<file path="config.mk">
export PLATFORM = sky130hd
export DESIGN_NAME = dvp_capture_stream
export DESIGN_NICKNAME = d
export VERILOG_FILES = /design/src/rtl/dvp_capture_pkg.sv /design/src/rtl/dvp_capture_fifo.sv /design/src/rtl/dvp_capture_stream.sv
export SDC_FILE = /design/constraint.sdc
export NUM_CORES = 1
export LEC_CHECK = 0
export BUFFER_PORTS_ARGS = -buffer_cell sky130_fd_sc_hd__buf_4
export CAP_MARGIN = 25
export CORE_MARGIN = 8
export CORE_UTILIZATION = 55
export CTS_CLUSTER_DIAMETER = 50
export CTS_CLUSTER_SIZE = 30
export DETAILED_ROUTE_END_ITERATION = 10
export PLACE_DENSITY_LB_ADDON = 0.1
export SYNTH_ARGS = -nofsm -noshare
export SYNTH_HDL_FRONTEND = slang
export SYNTH_SLANG_ARGS = --single-unit
</file>
<file path="constraint.sdc">
create_clock -name clk -period 11.75 [get_ports clk]
set_input_delay 1.7625 -clock clk [delete_from_list [all_inputs] [get_ports clk]]
set_output_delay 1.7625 -clock clk [all_outputs]
set_load 0.005 [all_outputs]
</file>
<file path="src/rtl/dvp_capture_pkg.sv">
// rtl/dvp_capture_pkg.sv - shared FSM encoding and FIFO tag layout for the DVP capture block
package dvp_capture_pkg;

  typedef enum logic [1:0] {
    ST_IDLE    = 2'd0,
    ST_WAIT_VS = 2'd1,
    ST_ACTIVE  = 2'd2,
    ST_DROP    = 2'd3
  } cap_state_t;

  // FIFO word layout: {pixel, sop, eol}
  localparam int TAG_EOL  = 0;
  localparam int TAG_SOP  = 1;
  localparam int TAG_BITS = 2;

endpackage

</file>
<file path="src/rtl/dvp_capture_fifo.sv">
// rtl/dvp_capture_fifo.sv - generic first-word fall-through synchronous FIFO
module dvp_capture_fifo #(
  parameter int WIDTH = 18,
  parameter int DEPTH = 16
) (
  input  logic             clk,
  input  logic             reset_n,
  input  logic             push,
  input  logic [WIDTH-1:0] wdata,
  input  logic             pop,
  output logic [WIDTH-1:0] rdata,
  output logic             full,
  output logic             empty
);

  localparam int AW = $clog2(DEPTH);

  logic [WIDTH-1:0] mem [DEPTH];
  logic [AW:0]      wr_ptr;
  logic [AW:0]      rd_ptr;
  logic             do_push;
  logic             do_pop;

  assign empty   = (wr_ptr == rd_ptr);
  assign full    = (wr_ptr[AW] != rd_ptr[AW]) && (wr_ptr[AW-1:0] == rd_ptr[AW-1:0]);
  assign do_pop  = pop & ~empty;
  // A pop in the same cycle frees the slot, so a push into a full FIFO still lands.
  assign do_push = push & (~full | do_pop);
  assign rdata   = empty ? '0 : mem[rd_ptr[AW-1:0]];

  always_ff @(posedge clk or negedge reset_n) begin
    if (!reset_n) begin
      wr_ptr <= '0;
      rd_ptr <= '0;
    end else begin
      if (do_push) wr_ptr <= wr_ptr + 1'b1;
      if (do_pop)  rd_ptr <= rd_ptr + 1'b1;
    end
  end

  always_ff @(posedge clk) begin
    if (do_push) mem[wr_ptr[AW-1:0]] <= wdata;
  end

endmodule

</file>
<file path="src/rtl/dvp_capture_stream.sv">
// rtl/dvp_capture_stream.sv - DVP camera capture to pixel stream; DVP_CAPTURE_CROP_EN adds a crop window
module dvp_capture_stream
  import dvp_capture_pkg::*;
#(
  parameter int DATA_WIDTH      = 8,
  parameter int BYTES_PER_PIXEL = 2,
  parameter int FIFO_DEPTH      = 16,
  parameter int LINE_BITS       = 11
) (
  input  logic                                  clk,
  input  logic                                  reset_n,
  input  logic                                  dvp_pclk,
  input  logic [DATA_WIDTH-1:0]                 dvp_data,
  input  logic                                  dvp_href,
  input  logic                                  dvp_vsync,
  input  logic                                  enable,
  input  logic                                  ovf_clear,
`ifdef DVP_CAPTURE_CROP_EN
  input  logic [LINE_BITS-1:0]                  crop_x0,
  input  logic [LINE_BITS-1:0]                  crop_x1,
  input  logic [LINE_BITS-1:0]                  crop_y0,
  input  logic [LINE_BITS-1:0]                  crop_y1,
`endif
  output logic [BYTES_PER_PIXEL*DATA_WIDTH-1:0] st_data,
  output logic                                  st_sop,
  output logic                                  st_eol,
  output logic                                  st_valid,
  input  logic                                  st_ready,
  output logic                                  frame_done,
  output logic                                  overflow,
  output logic [LINE_BITS-1:0]                  line_count,
  output logic                                  busy
);

  localparam int PIX_W = BYTES_PER_PIXEL * DATA_WIDTH;
  localparam int FW    = PIX_W + TAG_BITS;

  logic                  pclk_s1, pclk_s2, pclk_s3;
  logic                  href_s1, href_s2, href_s3;
  logic                  vsync_s1, vsync_s2, vsync_s3;
  logic [DATA_WIDTH-1:0] data_d1, data_d2;

  cap_state_t            state;
  logic                  beat_idx, beat_cur, last_beat;
  logic                  cap, pix_done, pix_fwd, in_win;
  logic [PIX_W-1:0]      pix_val;
  logic                  stg_valid, stg_sop, sop_pend;
  logic [PIX_W-1:0]      stg_data;
  logic [LINE_BITS-1:0]  line_cnt;
  logic                  fd_pend;

  logic                  push_req, pop, drop, fifo_full, fifo_empty;
  logic [FW-1:0]         push_word, pop_word;

  wire pclk_rise = pclk_s2 & ~pclk_s3;
  wire href_rise = href_s2 & ~href_s3;
  wire href_fall = ~href_s2 & href_s3;
  wire vs_fall   = ~vsync_s2 & vsync_s3;
  wire vs_rise   = vsync_s2 & ~vsync_s3;

  assign cap       = pclk_rise & href_s2 & (state == ST_ACTIVE);
  // A beat coinciding with the HREF rise is already the first beat of the line.
  assign beat_cur  = href_rise ? 1'b0 : beat_idx;
  assign last_beat = (beat_cur == 1'(BYTES_PER_PIXEL - 1));
  assign pix_done  = cap & last_beat;
  assign pix_fwd   = pix_done & in_win;

  generate
    if (BYTES_PER_PIXEL == 2) begin : g_pack2
      logic [DATA_WIDTH-1:0] acc;
      always_ff @(posedge clk or negedge reset_n) begin
        if (!reset_n)               acc <= '0;
        else if (cap && !last_beat) acc <= data_d2;
      end
      assign pix_val = {acc, data_d2};
    end else begin : g_pack1
      assign pix_val = data_d2;
    end
  endgenerate

`ifdef DVP_CAPTURE_CROP_EN
  logic [LINE_BITS-1:0] px_idx, px_cur;
  logic [LINE_BITS-1:0] win_x0, win_x1, win_y0, win_y1;

  assign px_cur = href_rise ? '0 : px_idx;
  assign in_win = (px_cur >= win_x0) && (px_cur <= win_x1) &&
                  (line_cnt >= win_y0) && (line_cnt <= win_y1);

  always_ff @(posedge clk or negedge reset_n) begin
    if (!reset_n) begin
      px_idx <= '0;
      win_x0 <= '0;
      win_x1 <= '0;
      win_y0 <= '0;
      win_y1 <= '0;
    end else begin
      if (href_rise) px_idx <= '0;
      if (pix_done)  px_idx <= px_cur + 1'b1;
      if (state == ST_WAIT_VS && vs_fall) begin
        win_x0 <= crop_x0;
        win_x1 <= crop_x1;
        win_y0 <= crop_y0;
        win_y1 <= crop_y1;
      end
    end
  end
`else
  assign in_win = 1'b1;
`endif

  // The staged pixel leaves when its successor completes, or with eol at the line end.
  always_comb begin
    push_req  = 1'b0;
    push_word = '0;
    if (state == ST_ACTIVE && stg_valid && (href_fall || pix_fwd)) begin
      push_req                = 1'b1;
      push_word[FW-1:TAG_BITS] = stg_data;
      push_word[TAG_SOP]      = stg_sop;
      push_word[TAG_EOL]      = href_fall;
    end
  end

  assign pop  = ~fifo_empty & st_ready;
  assign drop = push_req & fifo_full & ~pop;

  dvp_capture_fifo #(
    .WIDTH (FW),
    .DEPTH (FIFO_DEPTH)
  ) u_fifo (
    .clk     (clk),
    .reset_n (reset_n),
    .push    (push_req),
    .wdata   (push_word),
    .pop     (pop),
    .rdata   (pop_word),
    .full    (fifo_full),
    .empty   (fifo_empty)
  );

  assign st_data  = pop_word[FW-1:TAG_BITS];
  assign st_sop   = pop_word[TAG_SOP];
  assign st_eol   = pop_word[TAG_EOL];
  assign st_valid = ~fifo_empty;
  assign busy     = (state != ST_IDLE);

  always_ff @(posedge clk or negedge reset_n) begin
    if (!reset_n) begin
      {pclk_s1, pclk_s2, pclk_s3}    <= '0;
      {href_s1, href_s2, href_s3}    <= '0;
      {vsync_s1, vsync_s2, vsync_s3} <= '0;
      data_d1    <= '0;
      data_d2    <= '0;
      state      <= ST_IDLE;
      beat_idx   <= 1'b0;
      stg_valid  <= 1'b0;
      stg_sop    <= 1'b0;
      stg_data   <= '0;
      sop_pend   <= 1'b0;
      line_cnt   <= '0;
      line_count <= '0;
      fd_pend    <= 1'b0;
      frame_done <= 1'b0;
      overflow   <= 1'b0;
    end else begin
      {pclk_s1, pclk_s2, pclk_s3}    <= {dvp_pclk, pclk_s1, pclk_s2};
      {href_s1, href_s2, href_s3}    <= {dvp_href, href_s1, href_s2};
      {vsync_s1, vsync_s2, vsync_s3} <= {dvp_vsync, vsync_s1, vsync_s2};
      data_d1    <= dvp_data;
      data_d2    <= data_d1;
      fd_pend    <= 1'b0;
      frame_done <= fd_pend;

      if (drop)           overflow <= 1'b1;
      else if (ovf_clear) overflow <= 1'b0;

      if (href_rise || href_fall) beat_idx <= 1'b0;
      if (cap)                    beat_idx <= last_beat ? 1'b0 : ~beat_cur;

      case (state)
        ST_IDLE: begin
          if (enable) state <= ST_WAIT_VS;
        end
        ST_WAIT_VS: begin
          if (vs_fall) begin
            state     <= ST_ACTIVE;
            line_cnt  <= '0;
            stg_valid <= 1'b0;
            sop_pend  <= 1'b1;
          end
        end
        ST_ACTIVE, ST_DROP: begin
          if (state == ST_ACTIVE) begin
            if (pix_fwd) begin
              stg_valid <= 1'b1;
              stg_data  <= pix_val;
              stg_sop   <= sop_pend;
              sop_pend  <= 1'b0;
            end
            if (href_fall) begin
              stg_valid <= 1'b0;
              if (line_cnt != '1) line_cnt <= line_cnt + 1'b1;
            end
            if (drop) state <= ST_DROP;
          end
          if (vs_rise) begin
            line_count <= line_cnt;
            fd_pend    <= 1'b1;
            stg_valid  <= 1'b0;
            state      <= enable ? ST_WAIT_VS : ST_IDLE;
          end
        end
        default: state <= ST_IDLE;
      endcase
    end
  end

endmodule
</file>
==> reports/results.ini <==
[critical_path]
worstPathBufferInverterCount=2
critical_path.max_stage_delay_ns=0.92
criticalPathCategory=reg2out
worst-r2r-setup-slack_ns=7.55
cell_at_the_slowest_stage_of_the_critical_path=dfrtp_4
startpoint_class=flip-flop
crit_fanout=39
required_ns=9.99
critical_path.endpoint_type=output port
cpLargestDelayFamily=multiplexers
worst-endpoint-arrival_ns=3.66
ordered_cell_list_for_the_critical_path=buf_4, mux4_2, mux4_2, and2_1, buf_4

[logic_synthesis]
ys_seq_elements=378
synth.area.top_cells=edfxtp_1 58%, dfrtp_1 15%, mux4_2 14%, mux2_2 2.8%, and2_1 1.6%
syn_area_per_cell_sq_um=20.2
synth.yosys.warnings=0
synth_top_area_share_pct=58.3
postSynth.topFlopCell=edfxtp_1
synth-seq-area-share_pct=73.5
synthDominantAreaCellType=edfxtp_1
synthDistinctLibCells=46
synthesis.area_sq_um=14800
post_synth_inst_count=732
net_count_of_the_mapped_netlist=761
synthArstFlopShare_pct=23.8
number_of_synthesized_flops_with_an_enable_pin=288

[global_routing]
antenna_violations_before_repair=0
grt_usage_pct=18.1
first_pass_grt_wire_length_mm=44.8
grt_start_max_net_pins=76
first_global_vias=7412
overall_overflow_remaining_after_global_route=0

[place]
globalplace.congestion=0.782
buffer_ports.inserted=48
post-dp-hpwl_mm=16.9

[finish]
drive_above_1_share_pct=32.6
synthToLayoutAreaGrowth_pct=14.3
num-fill-cells=1858
num-nets-final=834

[power_and_ir_drop]
powerDensity_nw_per_um2=191
power.static_leakage_nw=5.24
irDropWorstVdd_mv=0.136

[floorplan]
initial_utilization_pct=55.5
die_h_um=180
ios=49
core_region_area_sq_um=26700
floorplan.die_area_sq_um=32500
std_cell_rows=60
die-width_um=180

[timing]
final_min_period_over_clock_period_pct=46.1
finalWorstPathRequiredPeriod_ns=5.42
max_slew.worst_pin.slew_ns=0.982
setup_total_negative_slack_ns=0
fin_skew_ns=0.0140
hold_ws_ns=0.345
maxSlewHeadroom_pct=34.5
setup_viol_count_final=0
report.final.slew_viol_count=0
achievable_clock_frequency_mhz=185
rsz0062_at_grt=no
finalHoldViolations=0

[clock_tree]
cts_inserted_buffers=35
cts_post_setup_buffers_inserted=0
clk_pin_slew_worst_paths_ns=0.07
clkSinkCount=378
holdBufCountCts=0
cts.htree.levels=2
cts_root_buf=clkbuf_16
insertion_delay_ns=0.51
tritoncts=done
clockBufferDepth=3
post_cts_resize_count=0

[detailed_routing]
wl_mm=29.5
remaining_number_of_nets_flagged_by_the_antenna_check_after_routing=0
drc=0
drt_first_pass_iters=5
drt-vias-per-instance=6.10
detailroute.via_count=7154
drtIter0Drc=642
route.detailed.wl_per_inst_um=25.2

[job]
max_cap_violations=0

[min_path]
hold_path.class=reg2reg

[status]
status=completed

cell families after synthesis:
kind of cell | count (synthesis) | synth area share [%]
AO/OA/AOI/OAI | 42 | 1.90
XOR/XNOR | 13 | 0.768
adder cells (fa/ha/maj) | 13 | 1.10
buffers and inverters | 48 | 1.60
flip-flops | 378 | 73.5
multiplexers | 128 | 16.6
AND/OR/NAND/NOR | 110 | 4.55
per-stage QoR:
step	setup slack [ns]	instances	utilization, %	cell area [sq um]	total power, mW
finish	6.33	1173	63.4	16900	3.24
global route	6.07	1172	63.4	16900	3.37
CTS	6.22	1170	63.2	16900	3.27
detailed placement	6.78	1107	58.7	15700	2.09
global placement	6.83	1107	58.7	15700	2.08
floorplan	7.17	732	-	14800	1.95
final cells by class:
cell class | count | area (sq um) | area share (%)
clock buffer | 42 | 965 | 5.70
multi-input combinational | 306 | 3770 | 22.3
clock inverter | 21 | 259 | 1.53
inverter | 12 | 45.0 | 0.266
antenna | 1 | 2.50 | 0.0148
sequential | 378 | 10900 | 64.4
tap | 341 | 427 | 2.52
timing repair buffer | 72 | 561 | 3.31
power by group:
group	internal [mW]	switching, mW
clock network	0.673	0.507
registers	1.47	0.0669
logic	0.249	0.280
cell usage in the layout (no fill, tap or decap), drive strengths merged, types with 2 or more instances in the layout:
cell type and n:
a21boi 2, a21o 3, a21oi 7, a31oi 5, a32o 2, and2 38, and3 4, and4 6
and4b 4, buf 72, bufinv 3, clkbuf 42, clkinv 9, clkinvlp 2, dfrtp 90, edfxtp 288
ha 13, inv 19, mux2 37, mux4 90, nand2 18, nand2b 3, nand3 6, nand4 5
nand4b 2, nor2 8, nor3 3, nor3b 5, nor4bb 4, o21ai 11, o31ai 3, or3 2
xnor2 6, xor2 7
path summary, 6_finish.rpt:
| path | startpoint | end | depth (start not counted) |
|---|---|---|---|
| setup / recovery | u_fifo.rd_ptr[0] | st_eol | 5 |
| max in group asynchronous | reset_n | u_fifo.rd_ptr[0] | 2 |
| hold reg to reg | data_d1[2] | data_d2[2] | 0 |
| min in group asynchronous | reset_n | line_count[2] | 1 |
| hold / removal | data_d1[2] | data_d2[2] | 0 |
| setup reg to reg | state[0] | u_fifo.mem[6][2] | 8 |
Yosys cell counts (2+ instances only):
master and count:
or3_1 2, and4b_1 4, nand4_1 5, nor4bb_1 4, buf_6 7, a32o_1 2
mux4_2 90, nand4b_1 2, ha_1 13, nand2b_1 3, and2_1 38, nor2_1 8
a31oi_1 5, and3_1 4, a21oi_1 7, edfxtp_1 288, nor3_1 3, dfrtp_1 90
nand3_1 6, buf_2 3, o21ai_0 11, buf_1 6, xnor2_1 6, nand2_1 18
and4_1 6, xor2_1 7, mux2_2 37, inv_1 12, nor3b_1 5, clkbuf_1 20
a21o_1 3, o31ai_1 3
metal layers:
| metal | wire [um] | up-vias | global-route usage, % |
|---|---|---|---|
| li1 | - | 3088 | - |
| met1 | 12700 | 3789 | 24.6 |
| met2 | 14400 | 230 | 29.4 |
| met3 | 1730 | 47 | 3.69 |
| met4 | 653 | 0 | 4.96 |
| met5 | 0 | - | 0 |
sequential cells by signal, indices dropped and copies added (netlist names), 2 cells and up:
register / count
line_cnt: 11
line_count: 11
state: 2
data_d1: 8
stg_data: 16
data_d2: 8
u_fifo.rd_ptr: 5
g_pack2.acc: 8
u_fifo.mem: 288
u_fifo.wr_ptr: 5
No activity file was read; power rests on OpenSTA's default activity.
